<file path="config.mk">
export PLATFORM = sky130hd
export DESIGN_NAME = memblock_tbus_arb
export DESIGN_NICKNAME = d
export VERILOG_FILES = /design/src/rtl/memblock_pkg.sv /design/src/rtl/memblock_tbus_arb.sv
export SDC_FILE = /design/constraint.sdc
export NUM_CORES = 1
export LEC_CHECK = 0
export BUFFER_PORTS_ARGS = -buffer_cell sky130_fd_sc_hd__buf_2
export CAP_MARGIN = 20
export CORE_AREA = 4 4 275 277
export CTS_CLUSTER_SIZE = 20
export DETAILED_ROUTE_END_ITERATION = 8
export DIE_AREA = 0 0 279 281
export PLACE_DENSITY = 0.36
export REMOVE_ABC_BUFFERS = 1
export SYNTH_ARGS = -nofsm -noshare
export SYNTH_HDL_FRONTEND = slang
export SYNTH_SLANG_ARGS = --single-unit
</file>
<file path="constraint.sdc">
create_clock -name clock -period 3.07 [get_ports clock]
set_clock_uncertainty 0.1 [all_clocks]
set_input_delay 0.307 -clock clock [delete_from_list [all_inputs] [get_ports clock]]
set_output_delay 0.307 -clock clock [all_outputs]
set_load 0.01 [all_outputs]
</file>
<file path="src/rtl/memblock_pkg.sv">
`default_nettype none
// ============================================================================
// memblock_pkg: tbus widths, op codes and arbiter state encoding
// Rev 1.0
// ============================================================================
package memblock_pkg;

  localparam int RESULT_W      = 64;
  localparam int SRC_W         = 64;
  localparam int MASK_W        = 64;
  localparam int TBUS_OPTYPE_W = 2;

  localparam logic [TBUS_OPTYPE_W-1:0] TBUS_READ  = 2'd0;
  localparam logic [TBUS_OPTYPE_W-1:0] TBUS_WRITE = 2'd1;

  typedef enum logic [1:0] {
    ARB_IDLE    = 2'd0,
    ARB_BUSY_LD = 2'd1,
    ARB_BUSY_ST = 2'd2,
    ARB_DRAIN   = 2'd3
  } arb_state_e;

  typedef struct packed {
    logic [RESULT_W-1:0]      index;
    logic [SRC_W-1:0]         wdata;
    logic [MASK_W-1:0]        wmask;
    logic [TBUS_OPTYPE_W-1:0] optype;
  } tbus_req_t;

endpackage : memblock_pkg
`default_nettype wire

</file>
<file path="src/rtl/memblock_tbus_arb.sv">
`default_nettype none
// ============================================================================
// memblock_tbus_arb: store-priority arbiter of load unit and store-queue tbus
// requests onto the single dcache tbus port, with load anti-starvation.
// Rev 1.0
// ============================================================================
module memblock_tbus_arb
  import memblock_pkg::*;
#(
  parameter int STARVE_LIMIT = 4
) (
  input  logic                     clock,
  input  logic                     reset_n,
  input  logic                     ldu_tbus_index_valid,
  output logic                     ldu_tbus_index_ready,
  input  logic [RESULT_W-1:0]      ldu_tbus_index,
  input  logic [SRC_W-1:0]         ldu_tbus_write_data,
  input  logic [MASK_W-1:0]        ldu_tbus_write_mask,
  input  logic [TBUS_OPTYPE_W-1:0] ldu_tbus_operation_type,
  output logic [RESULT_W-1:0]      ldu_tbus_read_data,
  output logic                     ldu_tbus_operation_done,
  input  logic                     ldu_flush,
  input  logic                     stq_tbus_index_valid,
  output logic                     stq_tbus_index_ready,
  input  logic [RESULT_W-1:0]      stq_tbus_index,
  input  logic [SRC_W-1:0]         stq_tbus_write_data,
  input  logic [MASK_W-1:0]        stq_tbus_write_mask,
  input  logic [TBUS_OPTYPE_W-1:0] stq_tbus_operation_type,
  output logic                     stq_tbus_operation_done,
  output logic                     arb2dc_tbus_index_valid,
  input  logic                     arb2dc_tbus_index_ready,
  output logic [RESULT_W-1:0]      arb2dc_tbus_index,
  output logic [SRC_W-1:0]         arb2dc_tbus_write_data,
  output logic [MASK_W-1:0]        arb2dc_tbus_write_mask,
  output logic [TBUS_OPTYPE_W-1:0] arb2dc_tbus_operation_type,
  input  logic [RESULT_W-1:0]      arb2dc_tbus_read_data,
  input  logic                     arb2dc_tbus_operation_done
);

  localparam int                  STARVE_W   = $clog2(STARVE_LIMIT + 1);
  localparam logic [STARVE_W-1:0] STARVE_MAX = STARVE_W'(STARVE_LIMIT);

  arb_state_e          state_q;
  logic [STARVE_W-1:0] starve_cnt_q;
  logic [STARVE_W-1:0] starve_cnt_d;
  logic                active_q;

  logic      ld_req;
  logic      in_idle;
  logic      pick_st;
  logic      pick_ld;
  logic      st_fire;
  logic      ld_fire;
  logic      dc_done;
  tbus_req_t ld_pkt;
  tbus_req_t st_pkt;
  tbus_req_t win_pkt;

  assign ld_pkt = '{index:  ldu_tbus_index,
                    wdata:  ldu_tbus_write_data,
                    wmask:  ldu_tbus_write_mask,
                    optype: ldu_tbus_operation_type};
  assign st_pkt = '{index:  stq_tbus_index,
                    wdata:  stq_tbus_write_data,
                    wmask:  stq_tbus_write_mask,
                    optype: stq_tbus_operation_type};

  // active_q keeps every output at zero while reset is held, without a
  // combinational path from reset_n into the datapath.
  always_comb begin
    ld_req  = ldu_tbus_index_valid & ~ldu_flush;
    in_idle = active_q & (state_q == ARB_IDLE);
    pick_st = in_idle & stq_tbus_index_valid & (~ld_req | (starve_cnt_q < STARVE_MAX));
    pick_ld = in_idle & ld_req & ~pick_st;
    win_pkt = '0;
    if (pick_st) begin
      win_pkt = st_pkt;
    end else if (pick_ld) begin
      win_pkt = ld_pkt;
    end
  end

  assign arb2dc_tbus_index_valid    = pick_st | pick_ld;
  assign arb2dc_tbus_index          = win_pkt.index;
  assign arb2dc_tbus_write_data     = win_pkt.wdata;
  assign arb2dc_tbus_write_mask     = win_pkt.wmask;
  assign arb2dc_tbus_operation_type = win_pkt.optype;

  assign st_fire              = pick_st & arb2dc_tbus_index_ready;
  assign ld_fire              = pick_ld & arb2dc_tbus_index_ready;
  assign stq_tbus_index_ready = st_fire;
  assign ldu_tbus_index_ready = ld_fire;

  // A flush coincident with the load response swallows it.
  assign dc_done                 = arb2dc_tbus_operation_done;
  assign stq_tbus_operation_done = (state_q == ARB_BUSY_ST) & dc_done;
  assign ldu_tbus_operation_done = (state_q == ARB_BUSY_LD) & dc_done & ~ldu_flush;
  assign ldu_tbus_read_data      = active_q ? arb2dc_tbus_read_data : '0;

  always_comb begin
    starve_cnt_d = starve_cnt_q;
    if (st_fire) begin
      if (ld_req) begin
        starve_cnt_d = (starve_cnt_q == STARVE_MAX) ? STARVE_MAX : starve_cnt_q + 1'b1;
      end else begin
        starve_cnt_d = '0;
      end
    end else if (ld_fire) begin
      starve_cnt_d = '0;
    end
  end

  always_ff @(posedge clock or negedge reset_n) begin
    if (!reset_n) begin
      state_q      <= ARB_IDLE;
      starve_cnt_q <= '0;
      active_q     <= 1'b0;
    end else begin
      active_q     <= 1'b1;
      starve_cnt_q <= starve_cnt_d;
      case (state_q)
        ARB_IDLE: begin
          if (st_fire) begin
            state_q <= ARB_BUSY_ST;
          end else if (ld_fire) begin
            state_q <= ARB_BUSY_LD;
          end
        end
        ARB_BUSY_ST: begin
          if (dc_done) begin
            state_q <= ARB_IDLE;
          end
        end
        ARB_BUSY_LD: begin
          if (dc_done) begin
            state_q <= ARB_IDLE;
          end else if (ldu_flush) begin
            state_q <= ARB_DRAIN;
          end
        end
        ARB_DRAIN: begin
          if (dc_done) begin
            state_q <= ARB_IDLE;
          end
        end
        default: state_q <= ARB_IDLE;
      endcase
    end
  end

`ifndef SYNTHESIS
  spurious_done_in_idle: assert property (@(posedge clock) disable iff (!reset_n)
    !((state_q == ARB_IDLE) && arb2dc_tbus_operation_done))
    else $error("memblock_tbus_arb: tbus done with no transaction outstanding");
`endif

endmodule : memblock_tbus_arb
`default_nettype wire

</file>
Word level (Yosys, flattened, before mapping) --
Index checks and enable logic that the tools add are counted.
Operators by class: shifts and indexed selects 0, bitwise logic cells 16, equality and inequality tests 7, reductions and logical operators 4, multipliers 0, divide/modulo/power cells 0, order comparisons 1, mux-type cells 13, $add $sub $neg 1
Operator list (number):
- 194-bit 2-to-1 mux | 2
- 64-bit 2-to-1 mux | 1
- 3-bit 2-to-1 mux | 4
- 1-bit AND | 11
- 2-bit 2-to-1 mux | 5
- 3-bit != test, second input constant | 2
- 2-bit case mux with 3 select lines | 1
- 2-bit equality test, second input constant | 2
- 3-bit by 1-bit adder with 3-bit output, second input constant | 1
- 3-bit equality test, second input constant | 1
- 3-bit less-than comparator, second input constant | 1
- 1-bit inverter | 3
- 3-bit AND reduction | 1
- 2-bit by 1-bit equality test with 1-bit output, second input constant | 1
- 2-bit logical NOT | 1
- 2-bit by 1-bit != test with 1-bit output, second input constant | 1
- 1-bit bitwise OR | 2
- 2-bit nonzero test | 1
- 2-bit OR reduction | 1
Storage, ports and cells: bits in writable memories 0, flip-flop bits (word level) 6, bits in latches 0, memories 0, word-level logic and storage cells 45, memory bits (read-only) 0

Longest topological paths before layout --
Gate-level depths: netlist of run 1.
depth in word-level cells 11, depth in mapped cells 6, depth with buffers taken out 3

Least setup slack after synthesis of run 1 --
No wires, ideal clock.
path kind reg-to-output, from register state_q[0], to output arb2dc_tbus_index[0], path slack 1.438 ns, stages on the path, launching flop included 6, arrival 1.225 ns, buffers on the path 2, data required time 2.663 ns, path through dfrtp_1 and2b_1 nand2_1 buf_2 buf_2 a21oi_1
On the way: cells in the longest elaborated chain, start to end 8, elaborated cells on any way between the ends 9
Ends and longest elaborated chain:
- start, declared | line memblock_tbus_arb.sv:43 | arb_state_e state_q;
- start signal, assigned | line memblock_tbus_arb.sv:115 | state_q <= ARB_IDLE;
- start signal, assigned | line memblock_tbus_arb.sv:124 | state_q <= ARB_BUSY_ST;
- start signal, assigned | line memblock_tbus_arb.sv:126 | state_q <= ARB_BUSY_LD;
- 2-bit logical NOT * | line memblock_tbus_arb.sv:72 | in_idle = active_q & (state_q == ARB_IDLE);
- 1-bit AND * | line memblock_tbus_arb.sv:72
- 1-bit AND (2 in series) | line memblock_tbus_arb.sv:73 | pick_st = in_idle & stq_tbus_index_valid & (~ld_req | (starve_cnt_q < STARVE_MAX));
- 1-bit inverter | line memblock_tbus_arb.sv:74 | pick_ld = in_idle & ld_req & ~pick_st;
- 1-bit AND | line memblock_tbus_arb.sv:74
- 194-bit 2-to-1 mux | line memblock_tbus_arb.sv:78 | end else if (pick_ld) begin
- 194-bit 2-to-1 mux * | line memblock_tbus_arb.sv:76 | if (pick_st) begin
- end, declared | line memblock_tbus_arb.sv:32 | output logic [RESULT_W-1:0] arb2dc_tbus_index,
Mark *: on every way between the ends. The rest lies on a longest branch, timed or not.

Worst setup path in the final report of run 1 --
from register starve_cnt_q[2], to output arb2dc_tbus_write_data[62]
On the way: cells in the longest elaborated chain, start to end 7
Ends and longest elaborated chain:
- start, declared | line memblock_tbus_arb.sv:44 | logic [STARVE_W-1:0] starve_cnt_q;
- start signal, assigned | line memblock_tbus_arb.sv:120 | starve_cnt_q <= starve_cnt_d;
- 3-bit less-than comparator * | line memblock_tbus_arb.sv:73
- 1-bit bitwise OR * | line memblock_tbus_arb.sv:73
- 1-bit AND * | line memblock_tbus_arb.sv:73
- 1-bit inverter | line memblock_tbus_arb.sv:74
- 1-bit AND | line memblock_tbus_arb.sv:74
- 194-bit 2-to-1 mux | line memblock_tbus_arb.sv:78
- 194-bit 2-to-1 mux * | line memblock_tbus_arb.sv:76
- end, declared | line memblock_tbus_arb.sv:33 | output logic [SRC_W-1:0] arb2dc_tbus_write_data,
Marks and branches as above.

==> impl_metrics.yaml, run 1 <==
run_status:
  outcome: "finished clean"
timing:
  fin_crit_sh_pct: 81.8
  setup_slack_ns: 0.560
  max_freq_ghz: 0.398
  maxSlewViolCount: 0
  setup_viol_count_final: 0
  holdWs_ns: 0.221
  grt_setup_unrepaired: "false"
  setup_tns_ns: 0
  relSlewSlack_pct: 63.0
  tightest_slew_ns: 0.555
  fin_crit_ns: 2.51
  hold_viol: 0
finish:
  syn2layout_area_growth_pct: 105
  design_area_um2: 9030
  layout-drive-gt1-share_pct: 53.1
  stdcell_count: 2411
  nNetsFinal: 1912
  layout_commonest_cell: "buf_2"
  final_util_pct: 12.4
  layout_common_cells: "720 x buf_2, 388 x nand3_1, 194 x a21oi_1"
synth:
  synthTopCellsByArea: "nand3_1 44%, a21oi_1 22%, and2_1 9.1%, buf_4 6.8%, buf_2 5.3%"
  ys_ff_latch: 6
  netlist-cell-type-count: 29
  syn_area_um2: 4400
  synthCells: 799
  seq_area_frac_synth_pct: 3.41
  yosysWarnings: 0
  synth_top_cell_by_area: "nand3_1"
  avgSynthCellArea_um2: 5.51
  synth_top_area_share_pct: 44.1
min_path:
  hold_path_depth: 2
  min_path_type: "in2reg"
pwr:
  p_leak_nw: 4.55
  p_per_area_nw_per_um2: 166
  vdd_drop_max_mv: 0.142
  finalPower_mw: 1.50
grt:
  antenna_found_initial: 11
  grt_max_degree: 86
  grt_pass1_vias: 8639
  grt_pass1_wl_um: 56800
  grt.total_usage_pct: 9.49
  grt_overflow: 0
clock_tree:
  cts.sinks: 6
  htree_levels: 1
  numCtsBuffers: 3
  clk_latency_ns: 0.23
  post_cts_resized: 0
  clk_pin_slew_ns: 0.03
  hold_buffers: 1
  cts-root-buf: "clkbuf_16"
  cts_tree: "done"
  cts_setup_buffers: 0
  cts_buffer_depth: 2
flow_run:
  cap_violations: 0
detailed_routing:
  drcViolationCount: 0
  avgRoutedWirePerCell_um: 17.2
  routed_wl_um: 41400
  num_vias: 8706
  drt_first_iter_violations: 416
  firstDrtPassIters: 7
  ant_nets: 0
  viasPerCell: 3.61
floorplan:
  pin_count: 722
  core-area_um2: 72800
  start_util_pct: 6.05
  fp.dieW_um: 279
  die_y_um: 281
  placementRows: 99
  dieArea_um2: 78400
setup_path:
  arrival_ns: 2.10
  slowest_stage: "dfrtp_1"
  setup.worst_path.start_class: "flip-flop"
  worstPathCellList: "nand3b_1 -> buf_12 -> buf_4 -> nand3_1 -> a21oi_1 -> buf_2"
  r2r_cells: 4
  critPathCaptureType: "output port"
  worst-path-max-fanout: 59
  max_stage_delay_ns: 0.40
  worstPathRequired_ns: 2.66
  crit_type: "reg2out"
placed_design:
  dp_slack_ns: 0.532
  io_buffers: 721
  dp_hpwl_um: 35100
  placed_cells: 2404
  dpl_cell_area_um2: 8940
  routabilityCongestion: 0.795
[flip-flops by register name, indices dropped and copies added (netlist names)]
signal and count:
active_q 1, starve_cnt_q 3, state_q 2
[power by group]
part / leakage [nW] / internal, mW / switching [mW]
sequential: 0.0797 / 0.0855 / 0.00472
combinational: 4.43 / 0.515 / 0.682
clock: 0.0370 / 0.167 / 0.0416
[worst paths after layout]
path	startpoint	slack, ns	to
min in group asynchronous	reset_n	0.36	starve_cnt_q[1]
worst max register to register	active_q	1.30	starve_cnt_q[0]
worst min-delay path	arb2dc_tbus_operation_done	0.22	state_q[1]
worst max-delay path	starve_cnt_q[2]	0.56	arb2dc_tbus_write_data[62]
max in group asynchronous	reset_n	2.37	state_q[1]
worst min register to register	starve_cnt_q[1]	0.42	starve_cnt_q[1]
[cells by family after synthesis]
kind of cell,count (synthesis),synth area share [%]
adder cells (fa/ha/maj),2,0.568
AO/OA/AOI/OAI,200,23.1
AND/OR/NAND/NOR,469,55.6
multiplexers,1,0.256
other,1,0.0852
buffers and inverters,120,17.0
flip-flops,6,3.41
[final cells by class]
cell class	count	area, µm²
fillers	8641	63800
repair buffers	763	4060
multi-input cells	673	3530
well taps	959	1200
flip-flops and latches	6	150
clock buffers	3	75.1
inverters	4	15.0
diodes	3	7.51
[Yosys cell counts]
cell type,count
o21ai_0,1
conb_1,1
buf_6,12
buf_4,40
nand4bb_1,1
nand3_1,388
and3_1,1
nor4b_1,1
nor2_1,4
and2_1,64
buf_1,3
buf_2,47
clkbuf_1,14
a21oi_1,194
inv_1,4
and4bb_2,1
ha_1,2
o21bai_1,1
o22ai_1,1
nand4_1,2
mux2_2,1
nand3b_1,1
nand2b_1,1
nor2b_1,1
a22o_1,2
dfrtp_1,6
a32oi_1,1
nand2_1,3
and2b_1,1
[worst max-delay path, delay by kind of cell, from the launching register on]
kind	cells	cell delay, ns
AOI/OAI and AO/OA	1	0.37
DFF	1	0.40
and+or+nand+nor	2	0.31
buffers and inverters	3	0.77
[metal layers]
metal	up-vias	share of wire [%]	wire length [µm]	GRT usage [%]
met5	-	0.022	9	0
met4	2	2.6	1060	2.44
met3	46	8.8	3660	2.34
met2	524	50	20800	17.5
met1	3946	38	15900	10.9
li1	4188	-	-	-
Note: power is estimated with default switching activity, not from simulation.
==> inputs of run 2 (changes only) <==
--- a/config.mk
+++ b/config.mk
@@ -11,7 +11,7 @@
 export CTS_CLUSTER_SIZE = 20
 export DETAILED_ROUTE_END_ITERATION = 8
 export DIE_AREA = 0 0 279 281
-export PLACE_DENSITY = 0.36
+export PLACE_DENSITY = 0.37
 export REMOVE_ABC_BUFFERS = 1
 export SYNTH_ARGS = -nofsm -noshare
 export SYNTH_HDL_FRONTEND = slang
==> constraint.sdc (replaced) <==
create_clock -name clock -period 2.15 [get_ports clock]
set_clock_uncertainty 0.1 [all_clocks]
set_input_delay 0.215 -clock clock [delete_from_list [all_inputs] [get_ports clock]]
set_output_delay 0.215 -clock clock [all_outputs]
set_load 0.01 [all_outputs]
==> run 2 against run 1 <==
Compared with the run above: setup slack got worse by 0.51 ns; utilization increased by 1.2 points; power increased by 53%; critical path type unchanged; largest cell class unchanged.
==> impl_metrics.yaml, run 2 (synthesis results as in run 1) <==
setup_path:
  worstPathCellList: "and2b_2 -> nand2_4 -> buf_16 -> buf_4 -> a21oi_1 -> buf_2"
  r2r-end: "starve_cnt_q[0]"
  critPathCaptureType: "output port"
  r2r_cells: 4
  rrSetupSlack_ns: 0.38
  slowest_stage: "dfrtp_1"
  reg2reg_from: "active_q"
  cp.depth: 6
  arrival_ns: 1.79
  max_stage_delay_ns: 0.39
  path_buf_inv: 3
  crit_type: "reg2out"
  worstPathRequired_ns: 1.84
  setup.worst_path.start_class: "flip-flop"
  crit_family: "buffers and inverters"
  worst-path-max-fanout: 67
clock_tree:
  numCtsBuffers: 3
  cts.sinks: 6
  htree_levels: 1
  cts_buffer_depth: 2
  cts_tree: "done"
  clk_latency_ns: 0.23
  cts-root-buf: "clkbuf_16"
  clk_pin_slew_ns: 0.04
pwr:
  p_sw_mw: 1.10
  p_clk_share_pct: 13.2
  pwr-share-comb_pct: 81.2
  p_leak_nw: 4.95
  p_sw_share_pct: 48.0
  p_per_area_nw_per_um2: 232
  internal_power_mw: 1.19
  p_seq_share_pct: 5.6
  finalPower_mw: 2.29
  vdd_drop_max_mv: 0.324
finish:
  nNetsFinal: 1970
  nFillCells: 8601
  layout-drive-gt1-share_pct: 56.4
  multiInputGateArea_um2: 3620
  largest_reg_flops: 3
  regMostFlops: "starve_cnt_q"
  reg_top3: "starve_cnt_q (3), state_q (2), active_q (1)"
  register_area_um2: 150
  design_area_um2: 9870
  syn2layout_area_growth_pct: 124
  layout_commonest_cell: "buf_2"
  layout_common_cells: "716 x buf_2, 386 x nand3_1, 175 x a21oi_1"
placed_design:
  dpl_cell_area_um2: 9290
  io_buffers: 721
  dp_slack_ns: -0.115
  dp_hpwl_um: 36800
  routabilityCongestion: 0.825
floorplan:
  fp.dieW_um: 279
  die_y_um: 281
  core-area_um2: 72800
  placementRows: 99
  dieArea_um2: 78400
  pin_count: 722
  start_util_pct: 6.05
timing:
  fin_crit_sh_pct: 97.7
  hold_viol: 0
  holdWs_ns: 0.113
  fin_crit_ns: 2.10
  maxSlewViolCount: 0
  setup_viol_count_final: 0
  max_freq_ghz: 0.476
  setup_slack_ns: 0.0494
  grt_setup_unrepaired: "true"
grt:
  grt_pass1_vias: 9152
  antenna_found_initial: 14
  grt_pass1_wl_um: 61200
  grt_max_degree: 68
  grt.total_usage_pct: 10.3
  grt_overflow: 0
detailed_routing:
  drcViolationCount: 0
  num_vias: 9177
  drt_first_iter_violations: 425
  routed_wl_um: 45900
  ant_nets: 0
  firstDrtPassIters: 5
  avgRoutedWirePerCell_um: 18.6
  viasPerCell: 3.71
flow_run:
  cap_violations: 0
run_status:
  outcome: "finished clean"
min_path:
  hp-start: "arb2dc_tbus_operation_done"
  min_path_type: "in2reg"
  whs_endpoint: "state_q[1]"
  hold_path_depth: 2
[run 2: power groups by stage]
stage / registers, mW / clock network (mW) / logic (mW)
6_report: 0.129 / 0.302 / 1.86
5_1_grt: 0.130 / 0.313 / 2.04
4_1_cts: 0.129 / 0.306 / 1.84
3_5_place_dp: 0.130 / 0 / 1.80
3_3_place_gp: 0.131 / 0 / 1.83
2_1_floorplan: 0.135 / 0 / 0.680
[run 2: metrics by stage]
stage	instances	TNS, ns	util (%)
2_1_floorplan	683	-1092.17	-
6_report	2471	0	13.6
3_5_place_dp	2441	-0.115	12.8
5_1_grt	2468	-0.0467	13.5
4_1_cts	2459	0	13.3
3_3_place_gp	2441	-0.0968	12.8
[run 2: timing repair]
action,in CTS,in global routing
gates resized for setup,9,40
pin swaps,2,2
setup buffers,10,6
hold buffers,1,0
hold endpoints to repair,6,0
cloned,4,3
endpoints found under the setup margin,7,117
[run 2: area by class of cell]
class | count | area share (%)
repair buffers | 821 | 48.6
diodes | 5 | 0.127
multi-input cells | 673 | 36.7
well taps | 959 | 12.2
inverters | 4 | 0.152
flip-flops and latches | 6 | 1.52
clock buffers | 3 | 0.761
[run 2: routing by layer]
layer / share of wire (%) / track usage [%] / vias to the layer above
met5: 0.059 / 0 / -
met4: 3.5 / 2.70 / 4
met3: 9.5 / 2.89 / 71
met2: 48 / 18.6 / 557
met1: 39 / 12.1 / 4227
li1: - / - / 4318
[run 2: how the worst max path moves through the flow]
stage | start | endpoint | slack (ns)
3_5_place_dp | starve_cnt_q[2] | arb2dc_tbus_write_mask[15] | -0.11
5_1_grt | starve_cnt_q[2] | arb2dc_tbus_write_mask[21] | -0.02
4_1_cts | starve_cnt_q[2] | arb2dc_tbus_write_mask[34] | 0.003
6_report | state_q[0] | arb2dc_tbus_index[29] | 0.05
2_1_floorplan | ldu_flush | starve_cnt_q[0] | -5.92
3_3_place_gp | ldu_flush | arb2dc_tbus_write_mask[15] | -0.1
